<file path="src/rtl/game_pkg.sv">
// Shared types and constants for the PS/2 player key decoder.
package game_pkg;

  typedef enum logic [1:0] {
    KS_IDLE    = 2'd0,
    KS_BRK     = 2'd1,
    KS_EXT     = 2'd2,
    KS_EXT_BRK = 2'd3
  } kbd_state_t;

  localparam logic [7:0] PS2_BREAK = 8'hF0;
  localparam logic [7:0] PS2_EXT   = 8'hE0;
  localparam logic [7:0] PS2_BAT   = 8'hAA;

  localparam logic [7:0] DEF_TOM_LEFT    = 8'h6B;
  localparam logic [7:0] DEF_TOM_RIGHT   = 8'h74;
  localparam logic [7:0] DEF_TOM_JUMP    = 8'h75;
  localparam logic [7:0] DEF_JERRY_LEFT  = 8'h1C;
  localparam logic [7:0] DEF_JERRY_RIGHT = 8'h23;
  localparam logic [7:0] DEF_JERRY_JUMP  = 8'h1D;

  typedef struct packed {
    logic tom_left;
    logic tom_right;
    logic tom_jump;
    logic jerry_left;
    logic jerry_right;
    logic jerry_jump;
  } keys_t;

endpackage

</file>
<file path="src/rtl/ps2_seq_timeout.sv">
// Saturating inter-byte timer; expire_o is high in the cycle whose increment reaches TIMEOUT_CYCLES.
module ps2_seq_timeout #(
  parameter int unsigned TIMEOUT_CYCLES = 650_000
) (
  input  logic clk,
  input  logic rst,
  input  logic clr_i,
  input  logic en_i,
  output logic expire_o
);
  localparam int unsigned W = $clog2(TIMEOUT_CYCLES + 1);
  localparam logic [W-1:0] CNT_MAX  = W'(TIMEOUT_CYCLES);
  localparam logic [W-1:0] CNT_LAST = W'(TIMEOUT_CYCLES - 1);

  logic [W-1:0] cnt_q, cnt_d;

  always_comb begin
    cnt_d = cnt_q;
    if (clr_i)                         cnt_d = '0;
    else if (en_i && cnt_q != CNT_MAX) cnt_d = cnt_q + 1'b1;
  end

  // A clear in the same cycle wins over expiry.
  assign expire_o = en_i && !clr_i && (cnt_q == CNT_LAST);

  always_ff @(posedge clk) begin
    if (rst) cnt_q <= '0;
    else     cnt_q <= cnt_d;
  end
endmodule

</file>
<file path="src/rtl/player_key_decoder.sv">
// PS/2 set-2 scan codes -> held key levels for Tom (E0 arrows) and Jerry (plain WAD).
// Define JUMP_ONESHOT_EN to make the jump outputs one-cycle pulses per press.
module player_key_decoder
  import game_pkg::*;
#(
  parameter int unsigned TIMEOUT_CYCLES   = 650_000,
  parameter logic [7:0]  TOM_LEFT_CODE    = DEF_TOM_LEFT,
  parameter logic [7:0]  TOM_RIGHT_CODE   = DEF_TOM_RIGHT,
  parameter logic [7:0]  TOM_JUMP_CODE    = DEF_TOM_JUMP,
  parameter logic [7:0]  JERRY_LEFT_CODE  = DEF_JERRY_LEFT,
  parameter logic [7:0]  JERRY_RIGHT_CODE = DEF_JERRY_RIGHT,
  parameter logic [7:0]  JERRY_JUMP_CODE  = DEF_JERRY_JUMP
) (
  input  logic       clk,
  input  logic       rst,
  input  logic [7:0] key_code,
  input  logic       key_valid,
  output logic       tom_left,
  output logic       tom_right,
  output logic       tom_jump,
  output logic       jerry_left,
  output logic       jerry_right,
  output logic       jerry_jump,
  output logic       seq_err
);
  kbd_state_t state_q, state_d;
  keys_t      keys_q, keys_d;
  logic       seq_err_q, seq_err_d;
  logic       expire, done, ext, mk;
`ifdef JUMP_ONESHOT_EN
  logic       tom_held_q, tom_held_d, jerry_held_q, jerry_held_d;
`endif

  ps2_seq_timeout #(.TIMEOUT_CYCLES(TIMEOUT_CYCLES)) u_tmo (
    .clk      (clk),
    .rst      (rst),
    .clr_i    (key_valid),
    .en_i     (state_q != KS_IDLE),
    .expire_o (expire)
  );

  // done marks the final byte of a sequence; ext/mk qualify it.
  always_comb begin
    state_d   = state_q;
    seq_err_d = 1'b0;
    done      = 1'b0;
    ext       = 1'b0;
    mk        = 1'b0;
    if (key_valid) begin
      state_d = KS_IDLE;
      case (state_q)
        KS_IDLE: begin
          if (key_code == PS2_BREAK)    state_d = KS_BRK;
          else if (key_code == PS2_EXT) state_d = KS_EXT;
          else begin done = 1'b1; mk = 1'b1; end
        end
        KS_BRK: done = 1'b1;
        KS_EXT: begin
          if (key_code == PS2_BREAK)    state_d = KS_EXT_BRK;
          else if (key_code == PS2_EXT) state_d = KS_EXT;
          else begin done = 1'b1; ext = 1'b1; mk = 1'b1; end
        end
        default: begin done = 1'b1; ext = 1'b1; end
      endcase
    end else if (expire) begin
      state_d   = KS_IDLE;
      seq_err_d = 1'b1;
    end
  end

  always_comb begin
    keys_d = keys_q;
`ifdef JUMP_ONESHOT_EN
    keys_d.tom_jump   = 1'b0;
    keys_d.jerry_jump = 1'b0;
    tom_held_d        = tom_held_q;
    jerry_held_d      = jerry_held_q;
`endif
    if (done && !ext && mk && key_code == PS2_BAT) begin
      keys_d = '0;
`ifdef JUMP_ONESHOT_EN
      tom_held_d   = 1'b0;
      jerry_held_d = 1'b0;
`endif
    end else if (done && ext) begin
      if (key_code == TOM_LEFT_CODE)  keys_d.tom_left  = mk;
      if (key_code == TOM_RIGHT_CODE) keys_d.tom_right = mk;
      if (key_code == TOM_JUMP_CODE) begin
`ifdef JUMP_ONESHOT_EN
        keys_d.tom_jump = mk & ~tom_held_q;
        tom_held_d      = mk;
`else
        keys_d.tom_jump = mk;
`endif
      end
    end else if (done) begin
      if (key_code == JERRY_LEFT_CODE)  keys_d.jerry_left  = mk;
      if (key_code == JERRY_RIGHT_CODE) keys_d.jerry_right = mk;
      if (key_code == JERRY_JUMP_CODE) begin
`ifdef JUMP_ONESHOT_EN
        keys_d.jerry_jump = mk & ~jerry_held_q;
        jerry_held_d      = mk;
`else
        keys_d.jerry_jump = mk;
`endif
      end
    end
  end

  always_ff @(posedge clk) begin
    if (rst) begin
      state_q   <= KS_IDLE;
      keys_q    <= '0;
      seq_err_q <= 1'b0;
`ifdef JUMP_ONESHOT_EN
      tom_held_q   <= 1'b0;
      jerry_held_q <= 1'b0;
`endif
    end else begin
      state_q   <= state_d;
      keys_q    <= keys_d;
      seq_err_q <= seq_err_d;
`ifdef JUMP_ONESHOT_EN
      tom_held_q   <= tom_held_d;
      jerry_held_q <= jerry_held_d;
`endif
    end
  end

  assign tom_left    = keys_q.tom_left;
  assign tom_right   = keys_q.tom_right;
  assign tom_jump    = keys_q.tom_jump;
  assign jerry_left  = keys_q.jerry_left;
  assign jerry_right = keys_q.jerry_right;
  assign jerry_jump  = keys_q.jerry_jump;
  assign seq_err     = seq_err_q;
endmodule

</file>
<file path="config.mk">
export PLATFORM = sky130hd
export DESIGN_NAME = player_key_decoder
export DESIGN_NICKNAME = d
export VERILOG_FILES = /design/src/rtl/game_pkg.sv /design/src/rtl/ps2_seq_timeout.sv /design/src/rtl/player_key_decoder.sv
export SDC_FILE = /design/constraint.sdc
export NUM_CORES = 1
export LEC_CHECK = 0
export CAP_MARGIN = 20
export CORE_ASPECT_RATIO = 2
export CORE_MARGIN = 1
export CORE_UTILIZATION = 49
export CTS_CLUSTER_SIZE = 12
export DETAILED_ROUTE_END_ITERATION = 7
export PLACE_DENSITY = 0.74
export SLEW_MARGIN = 20
export SYNTH_ARGS = -nofsm -noshare
export SYNTH_HDL_FRONTEND = slang
export SYNTH_SLANG_ARGS = --single-unit
</file>
<file path="constraint.sdc">
create_clock -name clk -period 1.56 [get_ports clk]
set_input_delay 0.156 -clock clk [delete_from_list [all_inputs] [get_ports clk]]
set_output_delay 0.156 -clock clk [all_outputs]
set_load 0.005 [all_outputs]
</file>
== Yosys cells after proc, flatten, opt, wreduce, memory -nomap -nowiden ==
Index checks and enable logic that the tools add are counted.

* Add/subtract/negate cells: 1
* Equal/unequal tests: 13
* Muxes and demuxes: 15
* Bitwise operators: 1
* Reductions and logical operators: 22

{| class="wikitable"
|+ Operators by type and width
! operator !! count
|-
| equality test 8 x 7 -> 1 bit (second input constant) || 3
|-
| equality test 8 bit (second input constant) || 3
|-
| adder 20 x 1 -> 20 bit (second input constant) || 1
|-
| equality test 20 bit (second input constant) || 1
|-
| != test 20 bit (second input constant) || 1
|-
| equality test 8 x 5 -> 1 bit (second input constant) || 2
|-
| 2-to-1 mux 2 bit || 5
|-
| AND reduction 3 bit || 3
|-
| equality test 8 x 6 -> 1 bit (second input constant) || 1
|-
| 2-to-1 mux 1 bit || 8
|-
| OR reduction 2 bit || 4
|-
| logical AND 1 bit || 7
|-
| AND reduction 2 bit || 3
|-
| one-hot mux 2 bit (2 select lines) || 1
|-
| nonzero test 2 bit || 2
|-
| equality test 2 x 1 -> 1 bit (second input constant) || 1
|-
| equality test 2 bit (second input constant) || 1
|-
| zero test 1 bit || 2
|-
| zero test 2 bit || 1
|-
| one-hot mux 1 bit (2 select lines) || 1
|-
| inverter 1 bit || 1
|}

* Bits in registers: 29
* Output and inout port bits: 7
* Word-level logic and storage cells: 61

== Depth between registers and ports, before layout ==
* Word-level depth: 10
* Mapped depth: 7
* Gate-level depth less buffers: 7

== Hierarchy ==
Synthesis repeated with hierarchy kept, for this count alone.

* Cells, all modules: 168
* Area total of the unflattened synthesis: 1478.9 µm²

{| class="wikitable"
|+ By module, submodules not included
! module !! times used !! cells each !! area an instance (µm²)
|-
| ps2_seq_timeout || 1 || 113 || 975.9
|-
| player_key_decoder || 1 || 55 || 503.0
|}

== Worst setup path after synthesis ==
OpenSTA, ideal clock, no wires.

* Kind: reg-to-reg
* Start point: register u_tmo.cnt_q[6]
* End point: register u_tmo.cnt_q[0]
* Library setup time: 128 ps
* Arrival: 1507 ps
* Required time: 1432 ps
* Slack: -74 ps
* Stages on the path, launching flop included: 6
* Clock period less this slack: 1634 ps
* Cell sequence: dfxtp_1 > or4b_4 > nor4_4 > a21oi_2 > xnor2_1 > nor2_1

* Cells in the longest elaborated chain, start to end: 2

{| class="wikitable"
|+ Ends and longest elaborated chain
! item !! RTL line !! source
|-
| start, declared || ps2_seq_timeout.sv:15 || <nowiki>logic [W-1:0] cnt_q, cnt_d;</nowiki>
|-
| start signal, assigned || ps2_seq_timeout.sv:28 || <nowiki>else cnt_q <= cnt_d;</nowiki>
|-
| != test 20 bit || ps2_seq_timeout.sv:20 || <nowiki>else if (en_i && cnt_q != CNT_MAX) cnt_d = cnt_q + 1'b1;</nowiki>
|-
| logical AND 1 bit || ps2_seq_timeout.sv:20 ||
|}

Every way passes these cells.
A chain may end at the register's enable or synchronous reset.

== Worst setup path after layout ==
* Start point: register u_tmo.cnt_q[17]
* End point: register state_q[1]

* Cells in the longest elaborated chain, start to end: 3

{| class="wikitable"
|+ Ends and longest elaborated chain
! item !! RTL line !! source
|-
| equality test 20 bit || ps2_seq_timeout.sv:24 || <nowiki>assign expire_o = en_i && !clr_i && (cnt_q == CNT_LAST);</nowiki>
|-
| logical AND 1 bit || ps2_seq_timeout.sv:24 ||
|-
| nonzero test 2 bit (no source line) || -- ||
|-
| end signal, assigned || player_key_decoder.sv:120 || <nowiki>state_q <= state_d;</nowiki>
|-
| end, declared || player_key_decoder.sv:26 || <nowiki>kbd_state_t state_q, state_d;</nowiki>
|}

Every way passes these cells.

==> results.py <==
metrics = {
    "worst_setup_path": {
        "r2r_cells": 5,
        "crit_start": "u_tmo.cnt_q[17]$_SDFFE_PP0P_",
        "worstSetupPathType": "register to register",
        "endpoint": "state_q[1]$_SDFFE_PP0P_",
        "cp_max_fo": 3,
        "rr_endpoint": "state_q[1]$_SDFFE_PP0P_",
        "end_kind": "register",
        "r2r-start": "u_tmo.cnt_q[17]$_SDFFE_PP0P_",
        "cp.arrival_ps": 1920,
        "required_ps": 1740,
        "cp-start-kind": "register",
        "rrSetupSlack_ps": -180,
    },
    "synthesis": {
        "synth_edf_count": 0,
        "syn-num-nets": 181,
        "syn_area_mm2": 0.001466,
        "ys_seq_elements": 29,
        "syn_inst": 168,
        "ys_warn_count": 0,
        "synth-seq-area-share_pct": 39.59,
        "avgSynthCellArea_um2": 8.729,
        "synth_area_leaders": "dfxtp_1, nor2_1, xor2_1",
        "yosys_most_used_dff": "dfxtp_1",
        "async_flop_share_pct": 0,
        "synth_top_area_cell": "dfxtp_1",
        "synth_cell_types": 44,
        "yosysTopAreaCellShare_pct": 39.59,
    },
    "detailed_routing": {
        "ant_nets": 0,
        "drtPass1Iterations": 4,
        "vias": 1468,
        "viasPerCell": 5.780,
        "wl_per_cell_um": 16.37,
        "first_iter_violations": 34,
        "drcViolationCount": 0,
        "wl_um": 4157,
    },
    "sta": {
        "fmax_ghz": 0.5759,
        "rsz0062_at_grt": "true",
        "hold_violations": 0,
        "tightest_slew_ps": 401.1,
        "setup-violations-final": 6,
        "whs_ps": 354.3,
        "finalCritPeriodShare_pct": 111.3,
        "fin_skew_ps": 4.434,
        "tns_ps": -847.3,
        "drv_slew": 0,
        "slew_headroom_pct": 73.14,
        "fin_crit_ps": 1737,
        "timing.final.ws_setup_ps": -176.5,
    },
    "pwr": {
        "switchingPower_mw": 0.3464,
        "vdd_ir_drop_max_v": 0.0007212,
        "leakagePower_nw": 0.8830,
        "pwr-share-seq_pct": 44.7,
        "powerDensity_mw_per_mm2": 767.3,
        "combPwrFrac_pct": 6.2,
        "internal_power_mw": 1.312,
        "power_frac_clock_pct": 49.1,
        "power.share.switching_pct": 20.89,
    },
    "floorplanning": {
        "dieArea_mm2": 0.003229,
        "initial_core_util_pct": 52.30,
        "core_mm2": 0.002804,
        "die_x_um": 40.68,
        "ios": 18,
        "floorplan.rows": 27,
        "die_y_um": 79.37,
    },
    "global_routing": {
        "grt_pass1_wl_um": 6575,
        "grt_start_max_net_pins": 10,
        "grt-ovfl-total": 0,
        "antenna_found_initial": 0,
        "track_usage_pct": 30.15,
        "grt_pass1_vias": 1572,
    },
    "placed_design": {
        "gp_congestion": 0.8172,
        "dp_cells": 239,
        "dp_hpwl_um": 3041,
        "numPortBuffers": 17,
    },
    "finish": {
        "drive_gt1_share_pct": 33.78,
        "layout_commonest_cell": "buf_4",
        "n_antenna_cell": 0,
        "nFillCells": 190,
        "seq_area_um2": 589.3,
        "multiInputGateArea_um2": 943.4,
        "final_cell_mix": "buf_4, nor2_1, dfxtp_1",
        "final_cells": 254,
        "area_growth_pct": 47.35,
        "nets": 237,
    },
    "min_path": {
        "hold_class": "primary input to register",
    },
    "clocking": {
        "clockBufferDepth": 2,
        "clockRootBuffer": "clkbuf_8",
        "clk_latency_ps": 290,
        "htree_levels": 2,
        "cts_buffers": 5,
        "clkTransAtPathRegs_ps": 60,
        "tritoncts": "yes",
        "cts.sinks": 29,
    },
    "status": {
        "outcome": "complete, but fails checks",
        "violations": "setup timing",
    },
    "run": {
        "maxCapViolCount": 0,
    },
}
area by class of cell:
cell class / count / share of cell area, %
Clock buffer: 7 / 3.995
Clock inverter: 1 / 1.390
Inverter: 3 / 0.5211
Multi-Input combinational cell: 132 / 43.66
Sequential cell: 29 / 27.27
Tap cell: 29 / 1.679
Timing Repair Buffer: 53 / 21.48
registers in the layout, summed over array words and instances (netlist names):
name         flops
jerry_jump       1
jerry_left       1
jerry_right      1
seq_err          1
state_q          2
tom_jump         1
tom_left         1
tom_right        1
u_tmo.cnt_q     20
worst min-delay path by stage:
| stage | start | end | slack [ps] | depth (start not counted) |
|---|---|---|---|---|
| after floorplan | rst | state_q[0]$_SDFFE_PP0P_ | 230 | 1 |
| after global placement | tom_left$_SDFFE_PP0P_ | tom_left$_SDFFE_PP0P_ | 470 | 2 |
| after detailed placement | tom_jump$_SDFFE_PP0P_ | tom_jump$_SDFFE_PP0P_ | 480 | 2 |
| after CTS | tom_jump$_SDFFE_PP0P_ | tom_jump$_SDFFE_PP0P_ | 480 | 2 |
| after global routing | key_valid | state_q[0]$_SDFFE_PP0P_ | 360 | 5 |
| final | key_code[4] | state_q[0]$_SDFFE_PP0P_ | 350 | 4 |
power groups by stage:
stage          Clock [mW]  Combinational (mW)  Sequential [mW]
2_1_floorplan           0              0.0266            0.757
3_3_place_gp            0              0.0892            0.757
3_5_place_dp            0              0.0912            0.757
4_1_cts             0.822              0.0976            0.741
5_1_grt             0.854               0.110            0.740
6_report            0.815               0.102            0.741
per-stage QoR:
stage	power, mW	setup WS [ps]	cell area [µm²]	utilization [%]
4_1_cts	1.661	-171.0	2048	73.05
6_report	1.658	-176.5	2161	77.06
3_3_place_gp	0.8464	-424.5	1872	66.76
5_1_grt	1.704	-234.4	2161	77.06
3_5_place_dp	0.8485	-422.9	1872	66.76
2_1_floorplan	0.7838	-54.78	1471	-
worst max-delay path, cell delays in order (launching register included):
cell and delay, ps:
dfxtp_2 320, or4b_4 550, nor4_4 360, a21oi_1 160
a32oi_1 180, nor2_1 50
timing repair:
| item | CTS | global route |
|---|---|---|
| buffers inserted | 3 | 4 |
| gates resized for setup | 11 | 25 |
| hold endpoints to repair | 0 | 0 |
| pin swaps | 3 | 12 |
| hold buffers | 0 | 0 |
| setup endpoints to repair | 15 | 20 |
per-layer routing:
layer  global-route usage [%]  part of all wire [%]  vias to the layer above
li1                         -                     -                      721
met1                    23.49                    33                      704
met2                    54.60                    59                       31
met3                    9.218                   3.8                       12
met4                    20.67                   4.0                        0
met5                        0                     0                        -
cells by family after synthesis:
logic type	share of synthesized area (%)
xor+xnor	8.959
mux	2.730
compound gates	9.130
fa+ha+maj	1.706
buf+inv	2.389
simple gates	35.49
flops	39.59
cell usage after synthesis, types with 2 or more instances:
cell	count
dfxtp_1	29
nor4_1	3
nand4_1	3
mux2i_1	4
nor3_1	5
nor2b_1	2
a21oi_1	7
or4b_1	2
nor2_1	29
xnor2_1	6
xor2_1	9
nand3_1	9
clkbuf_1	2
nand4b_1	5
and4_2	2
inv_1	3
nor3b_1	2
nand2b_1	2
or3_1	2
ha_1	2
or2_2	2
nand2_1	10
and3_1	3
o21ai_0	5
Note: power is estimated with default switching activity, not from simulation.
